--- src/rtl/alu_issue_pkg.sv ---
// Shared widths and issue FSM state codes for alu_issue and its register file.
package alu_issue_pkg;

  localparam int N_DEFAULT    = 8;
  localparam int NREG_DEFAULT = 8;

  localparam logic [1:0] IDLE = 2'd0;
  localparam logic [1:0] EXEC = 2'd1;
  localparam logic [1:0] WB   = 2'd2;

endpackage

--- src/rtl/alu_pkg.sv ---
// Team ALU function codes, shared by every block that drives the ALU.
package alu_pkg;

  localparam logic RADD = 1'b0;
  localparam logic RMUL = 1'b1;

endpackage

--- src/rtl/alu_issue_regfile.sv ---
// Register file: R0 is hardwired to zero, two combinational source ports,
// one synchronous write port and a combinational debug read port.
module regfile
  import alu_issue_pkg::*;
#(
  parameter int n    = N_DEFAULT,
  parameter int NREG = NREG_DEFAULT
) (
  input  logic                    clk,
  input  logic                    reset,
  input  logic [$clog2(NREG)-1:0] rs_addr,
  output logic [n-1:0]            rs_data,
  input  logic [$clog2(NREG)-1:0] rt_addr,
  output logic [n-1:0]            rt_data,
  input  logic                    we,
  input  logic [$clog2(NREG)-1:0] wr_addr,
  input  logic [n-1:0]            wr_data,
  input  logic [$clog2(NREG)-1:0] dbg_addr,
  output logic [n-1:0]            dbg_data
);

  localparam int AW = $clog2(NREG);

  // No storage for R0, so a write to address 0 simply matches nothing.
  logic [n-1:0] regs [1:NREG-1];

  always_ff @(posedge clk or posedge reset) begin
    if (reset) begin
      for (int i = 1; i < NREG; i++) begin
        regs[i] <= '0;
      end
    end else if (we) begin
      for (int i = 1; i < NREG; i++) begin
        if (wr_addr == AW'(i)) begin
          regs[i] <= wr_data;
        end
      end
    end
  end

  always_comb begin
    rs_data  = '0;
    rt_data  = '0;
    dbg_data = '0;
    for (int i = 1; i < NREG; i++) begin
      if (rs_addr == AW'(i)) begin
        rs_data = regs[i];
      end
      if (rt_addr == AW'(i)) begin
        rt_data = regs[i];
      end
      if (dbg_addr == AW'(i)) begin
        dbg_data = regs[i];
      end
    end
  end

endmodule

--- src/rtl/alu_issue.sv ---
// Serialised single-instruction issue stage: reads operands, hands them to the
// external ALU, captures the result and writes it back (IDLE -> EXEC -> WB).
module alu_issue
  import alu_pkg::*;
  import alu_issue_pkg::*;
#(
  parameter int n    = N_DEFAULT,
  parameter int NREG = NREG_DEFAULT
) (
  input  logic                    clk,
  input  logic                    reset,
  input  logic                    in_valid,
  output logic                    in_ready,
  input  logic                    in_func,
  input  logic [$clog2(NREG)-1:0] in_rd,
  input  logic [$clog2(NREG)-1:0] in_rs,
  input  logic [$clog2(NREG)-1:0] in_rt,
  input  logic                    in_imm_sel,
  input  logic [n-1:0]            in_imm,
  output logic [n-1:0]            alu_a,
  output logic [n-1:0]            alu_b,
  output logic                    alu_func,
  input  logic [n-1:0]            alu_result,
  output logic                    done,
  input  logic [$clog2(NREG)-1:0] dbg_addr,
  output logic [n-1:0]            dbg_data
);

  localparam int AW = $clog2(NREG);

  logic [1:0]    state;
  logic [1:0]    state_next;
  logic [AW-1:0] rd_q;
  logic [n-1:0]  result_q;
  logic [n-1:0]  rs_data;
  logic [n-1:0]  rt_data;
  logic          accept;

  assign in_ready = (state == IDLE);
  assign accept   = in_valid && in_ready;
  assign done     = (state == WB);

  always_comb begin
    state_next = state;
    case (state)
      IDLE:    if (accept) state_next = EXEC;
      EXEC:    state_next = WB;
      WB:      state_next = IDLE;
      default: state_next = IDLE;
    endcase
  end

  always_ff @(posedge clk or posedge reset) begin
    if (reset) begin
      state <= IDLE;
    end else begin
      state <= state_next;
    end
  end

  // Operands are captured only on accept and held until the next accept.
  // Issue is serialised, so sources always see committed register contents.
  always_ff @(posedge clk or posedge reset) begin
    if (reset) begin
      alu_a    <= '0;
      alu_b    <= '0;
      alu_func <= RADD;
      rd_q     <= '0;
    end else if (accept) begin
      alu_a    <= rs_data;
      alu_b    <= in_imm_sel ? in_imm : rt_data;
      alu_func <= in_func;
      rd_q     <= in_rd;
    end
  end

  always_ff @(posedge clk or posedge reset) begin
    if (reset) begin
      result_q <= '0;
    end else if (state == EXEC) begin
      result_q <= alu_result;
    end
  end

  regfile #(
    .n    (n),
    .NREG (NREG)
  ) u_regfile (
    .clk      (clk),
    .reset    (reset),
    .rs_addr  (in_rs),
    .rs_data  (rs_data),
    .rt_addr  (in_rt),
    .rt_data  (rt_data),
    .we       (done),
    .wr_addr  (rd_q),
    .wr_data  (result_q),
    .dbg_addr (dbg_addr),
    .dbg_data (dbg_data)
  );

endmodule
--- config.mk ---
export PLATFORM = sky130hd
export DESIGN_NAME = alu_issue
export DESIGN_NICKNAME = d
export VERILOG_FILES = /design/src/rtl/alu_issue_pkg.sv /design/src/rtl/alu_pkg.sv /design/src/rtl/alu_issue_regfile.sv /design/src/rtl/alu_issue.sv
export SDC_FILE = /design/constraint.sdc
export NUM_CORES = 1
export LEC_CHECK = 0
export ABC_AREA = 1
export BUFFER_PORTS_ARGS = -buffer_cell sky130_fd_sc_hd__buf_2
export CAP_MARGIN = 20
export CORE_ASPECT_RATIO = 1.5
export CORE_MARGIN = 1.5
export CORE_UTILIZATION = 36
export CTS_BUF_LIST = sky130_fd_sc_hd__clkbuf_8
export DETAILED_ROUTE_END_ITERATION = 8
export GPL_TIMING_DRIVEN = 0
export PLACE_DENSITY = 0.59
export RECOVER_POWER = 25
export SETUP_SLACK_MARGIN = 0.1
export SLEW_MARGIN = 20
export SYNTH_ARGS = -nofsm -noshare
export SYNTH_HDL_FRONTEND = slang
export SYNTH_SLANG_ARGS = --single-unit
--- constraint.sdc ---
create_clock -name clk -period 3.5 [get_ports clk]
set_input_delay 0.7 -clock clk [delete_from_list [all_inputs] [get_ports clk]]
set_output_delay 0.7 -clock clk [all_outputs]
set_load 0.01 [all_outputs]
Yosys cells after proc, flatten, opt, wreduce, memory -nomap -nowiden

Index checks and enable logic that the tools add are counted.

Word-level logic and storage cells: 77
Output and inout bits: 27
Bits of input ports: 33
Register bits after elaboration: 86

Multiplexer cells: 24
Reduce and logical (&&, ||, !) cells: 9
Equal/unequal tests: 31

Operators by type and width:

| kind               | count |
|---|---|
| $mux 8             | 22 |
| $eq 3x3->1 const B | 16 |
| $eq 3x2->1 const B | 8 |
| $reduce_and 2->1   | 7 |
| $eq 3x1->1 const B | 4 |
| $pmux 2 s2         | 1 |
| $eq 2x1->1 const B | 1 |
| $eq 2x2->1 const B | 1 |
| $logic_not 2->1    | 1 |
| $mux 2             | 1 |
| $ne 2x1->1 const B | 1 |
| $logic_and 1x1->1  | 1 |

Depth between registers and ports, before layout

Depth in word-level cells: 9
Mapped depth: 8
Mapped depth without buffers: 8

By module

A second synthesis with hierarchy kept.

Cell total of the unflattened synthesis: 669
Area total of the unflattened synthesis: 4883.4 um^2

Modules (own cells, without submodules):

| module    | cells an instance | area an instance (um^2) | sequential area each (um^2) | instances |
|---|---|---|---|---|
| regfile   | 514               | 3609.7                  | 1401.3                      | 1 |
| alu_issue | 155               | 1273.7                  | 750.7                       | 1 |

Worst setup path before layout

OpenSTA, ideal clock, no wires.

Path type: input to output
From: input port dbg_addr[2]
To: output port dbg_data[0]
Setup slack: 1.435 ns
Path buffers: 0
Data arrival time: 1.365 ns
Stages on the path: 5
Cell sequence: nor3_2 > nand2_1 > o211ai_1 > nor2_1 > nand4_1

Cells in the longest elaborated chain, start to end: 8

RTL lines:

| element              | line                    | text |
|---|---|---|
| start: declaration   | alu_issue.sv:25         | `input logic [$clog2(NREG)-1:0] dbg_addr,` |
| $eq 3x1->1           | alu_issue_regfile.sv:52 | `if (dbg_addr == AW'(i)) begin` |
| $mux 8 (6 in series) | alu_issue_regfile.sv:52 |  |
| $mux 8 *             | alu_issue_regfile.sv:52 |  |
| end: declaration     | alu_issue.sv:26         | `output logic [n-1:0] dbg_data` |

Mark *: on every way between the ends. The rest lies on a longest branch, timed or not.

Final worst setup path

From: input port dbg_addr[0]
To: output port dbg_data[6]

The elaborated chain is that of the path after synthesis.

==> impl_results.md <==
* Status: finished, final reports clean
* Area growth from synthesis to layout at 15.8%
* Register area share after synthesis at 0.465
* Critical Path Sink Type: output port
* Grt total ovfl at 0
* Via density at approximately 5.4
* Max_cap viols at 0
* DRT Pass-1 Iters at 6
* First-pass GRT wire length at 23.4 mm
* GR Util All Layers at 0.235
* CP delay by family, top: simple AND/OR/NAND/NOR gates
* Setup Fix Bufs, Post-CTS at 0
* Max Clock Skew at around 0.013 ns
* WP data required at roughly 2.8 ns
* DR vias at ~4600
* Gpl congestion at roughly 0.95
* Slowest cell on crit path: nor3_2
* Reg area at between 2000 and 2500 µm²
* Num Clock Sinks at 86
* Ant. Diodes at 0
* LEAKAGE at approximately 2.5 nW
* Distinct cells, synth at 19
* Clk_lat worst skew at around 0.37 ns
* Fin cells at between 800 and 900
* Dpl hpwl at ~12 mm
* Unrepaired setup endpoints after global routing: no
* Hold Crit Depth at 2
* Slowest stage delay, CP at between 0.4 and 0.5 ns
* Placed Cells at 840
* Flop2flop setup slack at approximately 1.8 ns
* Final min period at ~2.7 ns
* Die height at between 100 and 150 µm
* Detailed Route Iter0 Violations at 325
* Worst r2r dst: u_regfile.regs[48]$_DFFE_PP0P_
* Peak supply drop at about 0.24 mV
* Worst reg2reg path depth at 5
* Slew Limit Fails at 0
* Final ANT Viol Nets at 0
* Worst-path clk slew at around 0.09 ns
* Crit path buffers/inverters at 3
* Tcrit/Tclk final at 0.770
* Vias in the first global route at roughly 4400
* Area of the multi-input gates at roughly 2200 µm²
* DRC errors left at 0
* Critical path class: in -> out
* Syn_nets at 660
* Design Power at about 0.0037 W
* Rows at 50
* PostCTS Resize Cnt at 0
* Commonest cells after routing, fill and taps aside: 186 x nand2_1, 86 x dfrtp_1, 81 x nor2_1, 65 x buf_2, 49 x nand4_1
* Core Footprint at 12500 µm²
* Layout fillers at roughly 1300
* Finished layout cell area at between 5000 and 6000 µm²
* Hold Worst Slack at around 0.48 ns
* Nets at between 700 and 800
* Cell mode on critical path: buf_2
* Largest net degree at the start of global routing at 57
* CTS tree: built
* Synth Register Bits at 86
* WL/cell at between 15 and 20 µm
* IO Port Bufs at between 50 and 60
* Die outline width at between 90 and 100 µm
* Die area at 13600 µm²
* Cell Area, Placed at between 5000 and 6000 µm²
* Synth Area per Inst at 7.39 µm²
* CTS buffer count at 9
* Most common cell after layout, fill and taps aside: nand2_1
* H-tree levels at 3
* Final setup fails at 0
* CP Max Fanout at 8
* Hold_buf cts at 0
* Hold EP: alu_func$_DFFE_PP0P_
* Worst-Margin Slew at ~1.4 ns
* Share of cells above drive strength 1 at 0.164
* Worst reg2reg path startpoint: state[0]$_DFFE_PP0P_
* Crit. Startpoint: dbg_addr[0]
* PwrDens at roughly 700 nW/µm²
* Max Clock Freq at between 300 and 400 MHz
* Worst path cell trace: buf_2, inv_2, nor3_2, nand2_1, o211ai_1, nor2_1, nand4_1, buf_2
* Total Wirelength at 15.3 mm
* Post-Syn Area at roughly 4600 µm²
* Cells after Synth at around 630
* Worst Min Path Start: alu_func$_DFFE_PP0P_
* CTS Buffer Depth at 2
* Startpoint types: input pin
* Yosys warnings at 0
* Setup TNS Final at 0 ns
* Hold Crit Class: reg -> reg
* Root Buffer: clkbuf_8
* IO Pins at 60
* Initial core utilization at 0.370
* Worst EP arrival at between 1.5 and 2 ns
* Rel. slew slack at 0.0735
* Initial antenna violation count at 0
* Endpoints failing hold at 0
## through the flow
stage	setup slack [ns]	utilization
after floorplan	0.578	-
after global placement	-0.341	0.408
after detailed placement	0.823	0.411
after CTS	0.824	0.431
after global routing	0.542	0.429
final	0.807	0.429
## power breakdown
part           switching, W  internal, W
registers          0.000420      0.00137
clock network      0.000390     0.000485
logic              0.000703     0.000376
total               0.00151      0.00224
## area by class of cell
type	count	area share
buffer	22	0.0175
clock buffer	9	0.0231
tap	156	0.0364
sequential	86	0.401
multi-input combinational	464	0.406
inverter	55	0.0387
timing repair buffer	57	0.0532
clock inverter	7	0.0238
## cell families (layout without fill, tap and decap cells)
logic type	after synthesis	after routing	share of synthesized area
AO/OA/AOI/OAI	98	98	0.110
buffers and inverters	77	150	0.0648
flip-flops	86	86	0.465
AND/OR/NAND/NOR	366	366	0.360
## worst reg2reg max path, stage by stage, from the launching register on
cell and delay (ns):
dfrtp_1 0.44, nor3_2 0.26, nand3_1 0.35, clkbuf_1 0.36, nand2_1 0.12, o21ai_1 0.06
## flip-flops by register name (all words and copies together) (netlist names)
register,flops
result_q,8
u_regfile.regs,56
state,2
alu_a,8
alu_func,1
alu_b,8
rd_q,3
## synth_stat cells
library cell    n  area (µm²)
nand2_1       186         698
dfrtp_1        86        2150
nor2_1         81         304
nand4_1        49         307
o21ai_1        48         240
inv_1          41         154
a21oi_1        40         200
nand3_1        32         160
inv_2          14        52.6
nor3_2         11         110
clkbuf_1       10        37.5
buf_2           9        45.0
o211ai_1        8        60.1
nor3_4          4        65.1
buf_1           3        11.3
o21ai_0         2        10.0
nand2_2         1        6.26
nor2_2          1        6.26
nor2_4          1        11.3
## how the worst max path moves through the flow
| stage | end | depth (start not counted) |
|---|---|---|
| after global routing | u_regfile.regs[32]$_DFFE_PP0P_ | 3 |
| after global placement | u_regfile.regs[47]$_DFFE_PP0P_ | 2 |
| after CTS | dbg_data[3] | 8 |
| after detailed placement | dbg_data[3] | 8 |
| final | dbg_data[6] | 8 |
| after floorplan | alu_a[0]$_DFFE_PP0P_ | 1 |
## metal layers
layer | wire length (µm) | track usage | up-vias
met5 | 0 | 0 | -
met4 | 908 | 0.142 | 0
met3 | 852 | 0.0338 | 52
met2 | 7640 | 0.397 | 199
met1 | 5920 | 0.276 | 2127
li1 | - | - | 2211
(Power assumes the default switching activity.)
